===== config.mk =====
export PLATFORM = sky130hd
export DESIGN_NAME = bt_uart_tx
export DESIGN_NICKNAME = d
export VERILOG_FILES = /design/src/rtl/bt_uart_pkg.sv /design/src/rtl/bt_tx_fifo.sv /design/src/rtl/bt_uart_tx.sv
export SDC_FILE = /design/constraint.sdc
export NUM_CORES = 1
export LEC_CHECK = 0
export ABC_AREA = 1
export CAP_MARGIN = 20
export CORE_ASPECT_RATIO = 0.7
export CORE_MARGIN = 8
export CORE_UTILIZATION = 49
export DETAILED_ROUTE_END_ITERATION = 10
export DONT_BUFFER_PORTS = 1
export PLACE_DENSITY = 0.73
export SLEW_MARGIN = 20
export SYNTH_ARGS = -nofsm -noshare
export SYNTH_HDL_FRONTEND = slang
export SYNTH_SLANG_ARGS = --single-unit

===== constraint.sdc =====
create_clock -name clk -period 2.5 [get_ports clk]
set_input_delay 0.25 -clock clk [delete_from_list [all_inputs] [get_ports clk]]
set_output_delay 0.25 -clock clk [all_outputs]
set_load 0.02 [all_outputs]

===== src/rtl/bt_uart_pkg.sv =====
// Shared types, line levels and helpers for the Bluetooth UART transmitter.
package bt_uart_pkg;

  typedef logic [1:0] state_t;

  localparam state_t StIdle  = 2'd0;
  localparam state_t StStart = 2'd1;
  localparam state_t StData  = 2'd2;
  localparam state_t StStop  = 2'd3;

  localparam int unsigned DATA_BITS = 8;

  localparam logic START_LVL = 1'b0;
  localparam logic STOP_LVL  = 1'b1;
  localparam logic IDLE_LVL  = 1'b1;

  function automatic int unsigned clks_per_bit(input int unsigned clk_hz,
                                               input int unsigned baud);
    return clk_hz / baud;
  endfunction

endpackage


===== src/rtl/bt_tx_fifo.sv =====
// Single-clock byte FIFO with registered ready; pushes are dropped when not ready.
module bt_tx_fifo
  import bt_uart_pkg::*;
#(
  parameter  int unsigned DEPTH = 16,
  localparam int unsigned AW    = $clog2(DEPTH),
  localparam int unsigned CW    = AW + 1
) (
  input  logic                 clk,
  input  logic                 rst,
  input  logic                 push_i,
  input  logic [DATA_BITS-1:0] wdata_i,
  input  logic                 pop_i,
  output logic [DATA_BITS-1:0] rdata_o,
  output logic                 empty_o,
  output logic                 ready_o,
  output logic [CW-1:0]        count_o
);

  logic [DATA_BITS-1:0] mem_q [DEPTH];
  logic [AW-1:0]        wptr_q, wptr_d;
  logic [AW-1:0]        rptr_q, rptr_d;
  logic [CW-1:0]        count_q, count_d;
  logic                 ready_q, ready_d;
  logic                 wr_en, rd_en;

  assign empty_o = (count_q == '0);
  assign wr_en   = push_i & ready_q;
  assign rd_en   = pop_i & ~empty_o;

  always_comb begin
    wptr_d  = wr_en ? wptr_q + AW'(1) : wptr_q;
    rptr_d  = rd_en ? rptr_q + AW'(1) : rptr_q;
    count_d = count_q;
    if (wr_en && !rd_en) begin
      count_d = count_q + CW'(1);
    end else if (rd_en && !wr_en) begin
      count_d = count_q - CW'(1);
    end
    // Ready tracks the post-edge occupancy so a pop at full still leaves it low this cycle.
    ready_d = (count_d != CW'(DEPTH));
  end

  always_ff @(posedge clk) begin
    if (rst) begin
      wptr_q  <= '0;
      rptr_q  <= '0;
      count_q <= '0;
      ready_q <= 1'b0;
    end else begin
      wptr_q  <= wptr_d;
      rptr_q  <= rptr_d;
      count_q <= count_d;
      ready_q <= ready_d;
    end
  end

  always_ff @(posedge clk) begin
    if (wr_en) begin
      mem_q[wptr_q] <= wdata_i;
    end
  end

  assign rdata_o = mem_q[rptr_q];
  assign ready_o = ready_q;
  assign count_o = count_q;

endmodule


===== src/rtl/bt_uart_tx.sv =====
// 8N1 UART transmitter toward the Bluetooth module, fed by a byte FIFO and gated by cts_n.
module bt_uart_tx
  import bt_uart_pkg::*;
#(
  parameter  int unsigned CLK_HZ     = 100000000,
  parameter  int unsigned BAUD       = 9600,
  parameter  int unsigned FIFO_DEPTH = 16,
  parameter  int unsigned STOP_BITS  = 1,
  localparam int unsigned CW         = $clog2(FIFO_DEPTH) + 1
) (
  input  logic          clk,
  input  logic          rst,
  input  logic [7:0]    tx_data,
  input  logic          tx_valid,
  output logic          tx_ready,
  input  logic          cts_n,
  output logic          data_t,
  output logic          busy,
  output logic [CW-1:0] fifo_count
);

  localparam int unsigned CPB = clks_per_bit(CLK_HZ, BAUD);
  localparam int unsigned BW  = (CPB > 1) ? $clog2(CPB) : 1;
  localparam int unsigned IW  = $clog2(DATA_BITS);

  state_t               state_q, state_d;
  logic [BW-1:0]        baud_q, baud_d;
  logic [IW-1:0]        idx_q, idx_d;
  logic                 stop_q, stop_d;
  logic [DATA_BITS-1:0] shift_q, shift_d;
  logic                 data_t_q, data_t_d;
  logic                 pop;
  logic                 fifo_empty;
  logic [DATA_BITS-1:0] fifo_rdata;
  logic                 bit_end;
  logic                 frame_go;

  bt_tx_fifo #(
    .DEPTH (FIFO_DEPTH)
  ) u_fifo (
    .clk     (clk),
    .rst     (rst),
    .push_i  (tx_valid),
    .wdata_i (tx_data),
    .pop_i   (pop),
    .rdata_o (fifo_rdata),
    .empty_o (fifo_empty),
    .ready_o (tx_ready),
    .count_o (fifo_count)
  );

  assign bit_end  = (baud_q == BW'(CPB - 1));
  assign frame_go = ~fifo_empty & ~cts_n;

  always_comb begin
    state_d = state_q;
    baud_d  = (state_q == StIdle || bit_end) ? '0 : baud_q + BW'(1);
    idx_d   = idx_q;
    stop_d  = stop_q;
    shift_d = shift_q;
    pop     = 1'b0;
    case (state_q)
      StIdle: begin
        if (frame_go) begin
          pop     = 1'b1;
          shift_d = fifo_rdata;
          state_d = StStart;
        end
      end
      StStart: begin
        if (bit_end) begin
          idx_d   = '0;
          state_d = StData;
        end
      end
      StData: begin
        if (bit_end) begin
          if (idx_q == IW'(DATA_BITS - 1)) begin
            stop_d  = 1'b0;
            state_d = StStop;
          end else begin
            idx_d = idx_q + IW'(1);
          end
        end
      end
      StStop: begin
        if (bit_end) begin
          if (stop_q == 1'(STOP_BITS - 1)) begin
            // Chain straight into the next start bit so queued bytes leave no idle gap.
            if (frame_go) begin
              pop     = 1'b1;
              shift_d = fifo_rdata;
              state_d = StStart;
            end else begin
              state_d = StIdle;
            end
          end else begin
            stop_d = 1'b1;
          end
        end
      end
      default: state_d = StIdle;
    endcase
  end

  // The line level is registered from the current state, one cycle behind the FSM.
  always_comb begin
    case (state_q)
      StStart: data_t_d = START_LVL;
      StData:  data_t_d = shift_q[idx_q];
      StStop:  data_t_d = STOP_LVL;
      default: data_t_d = IDLE_LVL;
    endcase
  end

  always_ff @(posedge clk) begin
    if (rst) begin
      state_q  <= StIdle;
      baud_q   <= '0;
      idx_q    <= '0;
      stop_q   <= 1'b0;
      shift_q  <= '0;
      data_t_q <= IDLE_LVL;
    end else begin
      state_q  <= state_d;
      baud_q   <= baud_d;
      idx_q    <= idx_d;
      stop_q   <= stop_d;
      shift_q  <= shift_d;
      data_t_q <= data_t_d;
    end
  end

  assign data_t = data_t_q;
  assign busy   = (state_q != StIdle);

endmodule


## Word-level counts from Yosys, hierarchy flattened

Memories as Yosys holds them, arrays and structs flattened. A register that Yosys moved wholly into a read port is not among the register bits.
Cells that the tools add are included.

- Add/sub/neg operators: 6
- Magnitude comparators: 1
- Equality and inequality tests: 13
- Multiplexer cells: 34
- Bitwise logic cells: 5
- Reduce and logical (&&, ||, !) cells: 16

Operators with widths:

| operator | number |
|---|---|
| $mux 8 | 3 |
| $pmux 8 s2 | 1 |
| $add 14x1->14 const B | 1 |
| $eq 14x14->1 const B | 1 |
| $ne 2x2->1 const B | 7 |
| $mux 2 | 6 |
| $mux 1 | 11 |
| $mux 5 | 2 |
| $mux 3 | 3 |
| $add 4x1->4 const B | 2 |
| $mux 4 | 2 |
| $pmux 2 s4 | 1 |
| $reduce_and 4->1 | 2 |
| $reduce_bool 2->1 | 4 |
| $pmux 1 s2 | 3 |
| $pmux 3 s2 | 1 |
| $reduce_and 6->1 | 1 |
| $add 5x1->5 const B | 1 |
| $logic_not 5->1 | 1 |
| $ne 5x5->1 const B | 1 |
| $sub 5x1->5 const B | 1 |
| $eq 2x2->1 const B | 2 |
| $lt 3x4->1 const B | 1 |
| $add 3x1->3 const B | 1 |
| 11 further kinds | 16 |

- Flip-flop bits (word level): 43
- RAM bits: 128
- Word-level logic and storage cells: 86
- Memories: 1

Memories:

| name | words | bits a word | read ports | clocked after memory_dff | write ports | RTL line | text |
|---|---|---|---|---|---|---|---|
| u_fifo.mem_q | 16 | 8 | 1 | 1 | 1 | bt_tx_fifo.sv:20 | `logic [DATA_BITS-1:0] mem_q [DEPTH];` |

## Logic depth before layout (Yosys ltp)

Gate-level depths: netlist (run 1).

- Word-level depth: 12
- Depth in mapped cells: 16

## Cells and area by module

From an unflattened synthesis (run 1), not the netlist that was laid out.

- Cells, all modules: 684
- Area total of the unflattened synthesis: 7564.8 µm²

By module, submodules not included:

| module | times used | cells an instance | area each (µm²) | sequential area each (µm²) |
|---|---|---|---|---|
| bt_tx_fifo | 1 | 485 | 6142.1 | 4204.0 |
| bt_uart_tx | 1 | 199 | 1422.6 | 560.5 |

## Worst setup path before layout (run 1)

No wires, ideal clock.

- Path kind: register to register
- Start point: register state_q[0]
- End point: register u_fifo.ready_q, in the netlist u_fifo.ready_o
- Arrival: 1.705 ns
- Data required time: 2.391 ns
- Setup slack: 0.686 ns
- Stages on the path, launching flop included: 14
- Path buffers: 0
- Cell sequence: dfxtp_1 -> inv_1 -> ha_1 -> o21bai_1 -> nor2_8 -> nand2_4 -> nand2_8 -> nand2_1 -> nand2_1 -> nand2_1 -> nor2_1 -> nand3_1 -> nand2_1 -> inv_1

- Longest elaborated chain between the ends: 7
- Elaborated cells on any way between the ends: 10
- Classes of those cells: eq/ne (2); mux (3); bitwise (1); reduce/logical (4)

Ends and longest elaborated chain:

| item | RTL line | text |
|---|---|---|
| from (decl) | bt_uart_tx.sv:26 | `state_t state_q, state_d;` |
| from (signal assigned) | bt_uart_tx.sv:118 | `state_q <= StIdle;` |
| from (signal assigned) | bt_uart_tx.sv:125 | `state_q <= state_d;` |
| $eq 2x2->1 / $logic_not 2->1 (equally long branches) | bt_uart_tx.sv:62 | `case (state_q)` |
| $pmux 1 s2 (*) | bt_uart_tx.sv:62 |  |
| $and 1x1->1 (*) | bt_tx_fifo.sv:29 | `assign rd_en = pop_i & ~empty_o;` |
| $logic_and 1x1->1 / $logic_not 1->1 (equally long branches) | bt_tx_fifo.sv:37, bt_tx_fifo.sv:35 |  |
| $mux 5 / $logic_and 1x1->1 (equally long branches) | bt_tx_fifo.sv:37, bt_tx_fifo.sv:35 |  |
| $mux 5 (*) | bt_tx_fifo.sv:35 | `if (wr_en && !rd_en) begin` |
| $ne 5x5->1 (*) | bt_tx_fifo.sv:41 | `ready_d = (count_d != CW'(DEPTH));` |
| to (signal assigned) | bt_tx_fifo.sv:54 | `ready_q <= ready_d;` |
| to (decl) | bt_tx_fifo.sv:24 | `logic ready_q, ready_d;` |

Every way passes the cells marked *; elsewhere a longest branch is shown, timed or not.
A chain may end at the register's enable or synchronous reset.

## Worst setup path in the final report (run 1)

Same ends and word-level chain as after synthesis.

==> flow_metrics.tcl, run 1 <==
set metrics [dict create \
    run_status "finished clean" \
    antenna_found_initial 1 \
    finalSetupViolations 0 \
    cts_buffers 17 \
    hp-class "in2reg" \
    vias 5224 \
    core_mm2 0.0148 \
    cp-start-kind "flip-flop" \
    fmax_mhz 484 \
    rows 37 \
    vias_per_cell 5.59 \
    grt_pass1_wl_um 26300 \
    drt_wl_total_um 16300 \
    start_util_pct 50.3 \
    end_kind "flip-flop" \
    yosysMostFrequentCell "nor2_1" \
    die_height_um 119 \
    ys_types 38 \
    dp_hpwl_um 10500 \
    tns_ns 0 \
    stdcell_area_mm2 0.00842 \
    layout.nets 753 \
    crit_arrival_ns 2.39 \
    place_area_mm2 0.00776 \
    track_usage_pct 17.3 \
    critPathKind "reg2reg" \
    grt_setup_unrepaired "no" \
    yosysSeqAreaShare_pct 64.2 \
    async_flop_share_pct 0 \
    grt_max_degree 65 \
    routabilityCongestion 0.866 \
    grt_pass1_vias 4932 \
    syn-num-nets 729 \
    dieWidth_um 163 \
    drt-initial-drc-count 617 \
    cp_max_fo 9 \
    worstSkewPairLatency_ns 0.44 \
    area_growth_pct 13.3 \
    die-area_mm2 0.0194 \
    synth_area_mm2 0.00743 \
    ctsResizeCount 0 \
    h-tree-depth 4 \
    pin_count 20 \
    wire_per_inst_um 17.4 \
    fin_util_pct 57.0 \
    cts.sinks 174 \
    synthTopCellsByCount "nor2_1 (152), edfxtp_1 (128), o21ai_0 (87)" \
    finalMaxSlewViolations 0 \
    cap_viol_max_count 0 \
    drtPass1Iterations 5 \
    ys_warn_count 0 \
    synth_seq_cells 174 \
    power_density_mw_per_mm2 933 \
    power.leakage_uw 0.00296 \
    port_buffers 0 \
    max-vdd-ir-drop_mv 0.817 \
    period_share_pct 82.6 \
    synth_top_area_cell "edfxtp_1" \
    cts_tree "done" \
    post-route-min-period_ns 2.07 \
    worstMarginPinSlew_ns 0.753 \
    grt_overflow_total 0 \
    synth_top_area_share_pct 51.8 \
    maxSlewHeadroom_pct 49.6 \
    hold_viol_final 0 \
    synth-main-ff-cell "edfxtp_1" \
    ant_nets 0 \
    netlist_instances 701 \
    synth_edf_count 128 \
    drive_above_1_share_pct 10.3 \
    synthTopCellsByArea "edfxtp_1 (52%), dfxtp_1 (12%), nor2_1 (7.7%)" \
    drcViolationCount 0 \
    r2r_slack_ns 0.43 \
    finalClockSkew_ns 0.0136 \
    path_clk_slew_ns 0.06 \
    cp_data_required_time_ns 2.82 \
    clockBufferDepth 2 \
    cts_root_buffer "clkbuf_16" \
    avgSynthCellArea_um2 10.6 \
    holdWs_ns 0.159 \
]
==> worst max-delay path: stages, from the launching register on <==
cell	delay (ns)
dfxtp_1	0.41
inv_1	0.11
ha_1	0.31
o21bai_1	0.23
nor2_8	0.19
nand2_4	0.11
nand2_8	0.10
nand2_2	0.06
nand2_2	0.07
nand2_1	0.05
nor2_1	0.12
nand3_1	0.08
nand2_1	0.06
inv_1	0.04
==> state kept, by name, summed over array words and instances, names as in the netlist, named ones only <==
signal	flops
u_fifo.mem_q	128
baud_q	14
shift_q	8
u_fifo.count_o	5
u_fifo.rptr_q	4
u_fifo.wptr_q	4
idx_q	3
state_q	2
data_t	1
u_fifo.ready_o	1
==> area by class of cell <==
cell class                      count  area [um^2]
Tap cell                          195          244
Clock buffer                       24          472
Fill cell                        1171         6350
Timing Repair Buffer               35          310
Multi-Input combinational cell    456         2380
Antenna cell                        1         2.50
Inverter                           41          154
Clock inverter                      8         91.3
Sequential cell                   174         4770
==> cells by family after synthesis <==
kind of cell | after synthesis | synth area share (%)
AND/OR/NAND/NOR | 263 | 15.5
buffers and inverters | 71 | 3.84
AO/OA/AOI/OAI | 168 | 12.7
XOR/XNOR | 9 | 1.06
adder cells (fa/ha/maj) | 16 | 2.70
flip-flops | 174 | 64.2
==> report_power, final <==
| group | switching, uW | leakage [uW] | internal (uW) |
|---|---|---|---|
| Combinational | 1290 | 0.00116 | 622 |
| Clock | 1030 | 0.000275 | 1510 |
| Sequential | 159 | 0.00153 | 3240 |
==> cells in the final DEF (no fill, tap or decap), types with 8 or more instances in the layout <==
| master | count |
|---|---|
| inv_1 | 35 |
| dfxtp_1 | 45 |
| edfxtp_1 | 128 |
| buf_4 | 24 |
| nand3_1 | 17 |
| o21ai_0 | 87 |
| xor2_1 | 8 |
| dlygate4sd3_1 | 9 |
| nand2_1 | 56 |
| o211ai_1 | 34 |
| a21oi_1 | 37 |
| clkbuf_16 | 17 |
| ha_1 | 16 |
| nor2_1 | 152 |
==> worst paths after layout <==
check             depth (start not counted)             end       start
hold reg to reg                           1       baud_q[0]   baud_q[0]
hold / removal                            2          data_t         rst
setup / recovery                         13  u_fifo.ready_o  state_q[0]
setup reg to reg                         13  u_fifo.ready_o  state_q[0]
==> routing by layer <==
layer	global-route usage (%)	vias up	part of all wire, %
met1	23.8	2527	45
met5	0	-	0
li1	-	2503	-
met2	26.6	168	47
met4	4.74	0	1.4
met3	4.71	26	6.9
==> stage by stage <==
stage	std cells	setup WS (ns)	power [uW]
3_5_place_dp	892	0.500	5290
3_3_place_gp	892	0.532	5230
4_1_cts	933	0.458	7880
6_report	934	0.435	7850
2_1_floorplan	701	0.686	4830
5_1_grt	934	0.226	8230
==> timing repair <==
action	in CTS	in global routing
hold endpoints to repair	146	0
setup buffers	0	0
hold buffers	9	0
(Power assumes the default switching activity.)
==> run 2: changes to the inputs <==
Clock period 2.5 ns to 1.95 ns, I/O delays scaled along.
==> flow_metrics.tcl, run 2 (same netlist as run 1, synthesis figures left out) <==
set metrics [dict create \
    busiest_layer "met2" \
    grt_overflow_total 0 \
    cp_max_fo 9 \
    vias_per_cell 5.58 \
    reg2reg_depth 14 \
    finalClockSkew_ns 0.00972 \
    vias 5281 \
    die_height_um 119 \
    cell_internal_pwr_uw 6810 \
    p_comb_share_pct 27.7 \
    finalSetupViolations 0 \
    drcViolationCount 0 \
    stdcell_area_mm2 0.00852 \
    grt_setup_unrepaired "no" \
    power.leakage_uw 0.00302 \
    finalMaxSlewViolations 0 \
    holdWs_ns 0.0826 \
    drt_wl_total_um 16300 \
    routabilityCongestion 0.880 \
    maxSlewHeadroom_pct 47.9 \
    hp-class "in2reg" \
    cts_tree "done" \
    antenna_found_initial 0 \
    power_density_mw_per_mm2 1180 \
    power_frac_seq_pct 42.6 \
    pin_count 20 \
    grt_max_degree 65 \
    place_area_mm2 0.00783 \
    drtPass1Iterations 8 \
    p_clk_share_pct 29.7 \
    start_util_pct 50.3 \
    final_common_cell "nor2_1" \
    clockBufferDepth 2 \
    end_kind "flip-flop" \
    top_regs "u_fifo.mem_q: 128 flops, baud_q: 14 flops, shift_q: 8 flops" \
    area_growth_pct 14.7 \
    fmax_mhz 554 \
    dieWidth_um 163 \
    h-tree-depth 4 \
    hold_viol_final 0 \
    max-vdd-ir-drop_mv 0.761 \
    dp_hpwl_um 10400 \
    die-area_mm2 0.0194 \
    worstSkewPairLatency_ns 0.43 \
    port_buffers 0 \
    top_register "u_fifo.mem_q" \
    grt_pass1_wl_um 26000 \
    drive_above_1_share_pct 13.0 \
    cap_viol_max_count 0 \
    cp-start-kind "flip-flop" \
    worstMarginPinSlew_ns 0.779 \
    critPathKind "reg2reg" \
    crit_arrival_ns 2.13 \
    post-route-min-period_ns 1.81 \
    cp_data_required_time_ns 2.27 \
    tns_ns 0 \
    grt_use_met3_pct 3.99 \
    switching_share_pct 32.2 \
    grt_pass1_vias 5031 \
    grt_use_met2_pct 26.9 \
    cts_buffers 17 \
    path_clk_slew_ns 0.06 \
    layout.nets 766 \
    cts.sinks 174 \
    track_usage_pct 17.0 \
    run_status "finished clean" \
    power.net_switching_uw 3230 \
    period_share_pct 92.6 \
    final_cell_mix "nor2_1 (152), edfxtp_1 (128), o21ai_0 (87), nand2_1 (54), dfxtp_1 (41)" \
    fin_util_pct 57.7 \
    rows 37 \
    ant_nets 0 \
    diodes 0 \
    grtUsageMet1_pct 22.6 \
    drt-initial-drc-count 549 \
    wire_per_inst_um 17.2 \
    whs_path_depth 2 \
    core_mm2 0.0148 \
    power.total_uw 10000 \
    largest_reg_flops 128 \
    cts_root_buffer "clkbuf_16" \
]
[run 2: cell types whose count changed in the layout (fill, tap and decap cells not counted), moves of 2 or more]
cell,delta
buf_4,+12
dfxtp_1,-4
dfxtp_2,+3
bufinv_16,-2
clkbuf_1,+2
ha_1,-2
nand2_1,-2
[run 2: worst max-delay path, cell delays in order, from the launching register on]
cell and delay [ns]:
dfxtp_1 0.32, inv_1 0.09, ha_1 0.24, nand3b_1 0.11, nand2_2 0.12, nor2_8 0.18, nand2_4 0.10, nand2_8 0.10
nand2_1 0.06, nand2_1 0.08, nand2_1 0.05, nor2_1 0.08, nand3_1 0.08, nand2_1 0.07, inv_1 0.04
[run 2: power groups by stage]
stage	clock [uW]	combinational (uW)	sequential, uW
after floorplan	0	1820	4360
after global placement	0	2470	4330
after detailed placement	0	2530	4340
after CTS	3010	2630	4270
after global routing	3160	3070	4300
final	2980	2780	4280
[run 2: metrics by stage]
step	instances	setup WS (ns)
after floorplan	701	0.136
after global placement	900	0.0483
after detailed placement	900	-0.0340
after CTS	941	0.0231
after global routing	946	0.00261
final	946	0.145
[run 2: path summary, 6_finish.rpt]
kind                     startpoint               end  slack (ns)
setup reg to reg  u_fifo.count_o[0]    u_fifo.ready_o        0.14
setup / recovery  u_fifo.count_o[0]    u_fifo.ready_o        0.14
hold reg to reg    u_fifo.rptr_q[3]  u_fifo.rptr_q[3]        0.48
hold / removal                  rst            data_t        0.08
[run 2: timing repair]
| action | CTS | global route |
|---|---|---|
| pin swaps | 0 | 4 |
| setup endpoints to repair | 1 | 12 |
| hold buffers | 9 | 0 |
| endpoints found under the hold margin | 146 | 0 |
| buffers inserted | 0 | 5 |
| gates resized for setup | 2 | 12 |
[run 2: metal layers]
metal | wire, um | vias up
met3 | 1180 | 22
li1 | - | 2514
met2 | 7660 | 198
met1 | 7250 | 2547
met4 | 180 | 0
met5 | 0 | -
[run 2: cell type report]
| cell class | count | area [um^2] |
|---|---|---|
| clock buffers | 25 | 465 |
| clock inverters | 7 | 43.8 |
| fillers | 1152 | 6250 |
| inverters | 41 | 154 |
| multi-input cells | 456 | 2420 |
| flip-flops and latches | 174 | 4770 |
| well taps | 195 | 244 |
| repair buffers | 48 | 420 |
==> run 3: changes to the inputs <==
Settings changed: PLACE_DENSITY 0.73 to 0.6.
==> flow_metrics.tcl, run 3 (same netlist as run 1, synthesis figures left out) <==
set metrics [dict create \
    hold_viol_final 0 \
    pin_count 20 \
    die_height_um 119 \
    grt_pass1_vias 4786 \
    crit_path_start "state_q[0]" \
    end_kind "flip-flop" \
    fmax_mhz 556 \
    final_cells 948 \
    period_share_pct 92.3 \
    layout.nets 768 \
    top_register "u_fifo.mem_q" \
    finalSetupViolations 0 \
    port_buffers 0 \
    dp.cells 902 \
    final_cell_mix "nor2_1 (152), edfxtp_1 (128), o21ai_0 (87), nand2_1 (53), dfxtp_1 (41)" \
    r2r-start "state_q[0]" \
    crit_arrival_ns 2.17 \
    drcViolationCount 0 \
    power.leakage_uw 0.00313 \
    start_util_pct 50.3 \
    routabilityCongestion 0.862 \
    max-vdd-ir-drop_mv 0.879 \
    path_clk_slew_ns 0.06 \
    vias_per_cell 5.40 \
    cp-start-kind "flip-flop" \
    drtPass1Iterations 5 \
    vias 5117 \
    drt_wl_total_um 16400 \
    grt_overflow_total 0 \
    top_regs "u_fifo.mem_q: 128 flops, baud_q: 14 flops, shift_q: 8 flops" \
    cts_root_buffer "clkbuf_16" \
    ant_nets 0 \
    drive_above_1_share_pct 14.1 \
    power.total_uw 10900 \
    worstMarginPinSlew_ns 0.772 \
    cp_max_fo 7 \
    critPathKind "reg2reg" \
    cts.sinks 174 \
    cap_viol_max_count 0 \
    diodes 0 \
    place_area_mm2 0.00787 \
    grt_pass1_wl_um 25800 \
    cp_data_required_time_ns 2.32 \
    clockBufferDepth 2 \
    finalMaxSlewViolations 0 \
    dieWidth_um 163 \
    power_density_mw_per_mm2 1250 \
    antenna_found_initial 1 \
    endpoint "u_fifo.ready_o" \
    die-area_mm2 0.0194 \
    r2r_slack_ns 0.15 \
    largest_reg_flops 128 \
    r2r-end "u_fifo.ready_o" \
    final_common_cell "nor2_1" \
    h-tree-depth 4 \
    run_status "finished clean" \
    wire_per_inst_um 17.3 \
    finalClockSkew_ns 0.00647 \
    whs_path_depth 2 \
    dp_hpwl_um 10600 \
    worstSkewPairLatency_ns 0.42 \
    rows 37 \
    post-route-min-period_ns 1.80 \
    maxSlewHeadroom_pct 48.4 \
    cts_tree "done" \
    reg2reg_depth 13 \
    holdWs_ns 0.0982 \
    stdcell_area_mm2 0.00875 \
    drt-initial-drc-count 416 \
    area_growth_pct 17.8 \
    track_usage_pct 17.1 \
    hp-class "in2reg" \
    core_mm2 0.0148 \
    cts_buffers 17 \
    grt_max_degree 48 \
]
[run 3: cell types whose count changed in the layout (fill, tap and decap cells not counted), sizes merged]
cell	before	now
bufinv	0	6
clkbuf	25	20
buf	39	41
clkinv	6	5
clkinvlp	2	1
inv	40	41
[run 3: worst min-delay path by stage]
stage | end | startpoint
floorplan | u_fifo.mem_q[0][0] | tx_data[0]
CTS | data_t | rst
detailed placement | idx_q[1] | rst
global placement | state_q[0] | rst
global route | data_t | rst
finish | data_t | rst
[run 3: cell type report]
class                      instances  area (um^2)
fill                            1189         6020
sequential                       174         4770
multi-input combinational        456         2460
timing repair buffer              50          460
clock buffer                      20          437
tap                              195          244
clock inverter                    12          215
inverter                          41          154
[run 3: layer usage]
layer,track usage (%),share of wire [%],vias up
li1,-,-,2523
met1,24.7,47,2431
met2,25.1,45,141
met3,3.51,6.7,20
met4,5.83,1.3,2
met5,0,0.049,-
[run 3: power breakdown]
| group | leakage, uW | total [uW] | internal (uW) | switching (uW) |
|---|---|---|---|---|
| Combinational | 0.00129 | 2870 | 1040 | 1830 |
| Sequential | 0.00153 | 4290 | 4160 | 128 |
| Clock | 0.000314 | 3740 | 2390 | 1350 |
[run 3: repair_timing]
action | in CTS | in global routing
endpoints found under the hold margin | 146 | 0
buffers inserted | 0 | 5
pin swaps | 0 | 6
setup endpoints to repair | 3 | 15
hold buffers | 9 | 0
resized for setup | 2 | 20
[run 3: metrics by stage]
stage,setup WS [ns],utilization [%],setup TNS [ns]
2_1_floorplan,0.136,-,0
3_3_place_gp,0.0350,53.3,0
3_5_place_dp,-0.0465,53.3,-0.0465
4_1_cts,0.0105,58.4,0
5_1_grt,-0.0288,59.2,-0.0359
6_report,0.150,59.2,0
[run 3: worst max-delay path: stages, from the launching register on]
cell and delay (ns):
dfxtp_4 0.36, inv_1 0.13, ha_4 0.22, o21bai_4 0.19
nor2_8 0.16, nand3_4 0.13, buf_4 0.16, nand2_1 0.07
nand2_2 0.05, nand2_1 0.06, nor2_1 0.04, nand3_1 0.07
nand2_1 0.05, inv_1 0.06
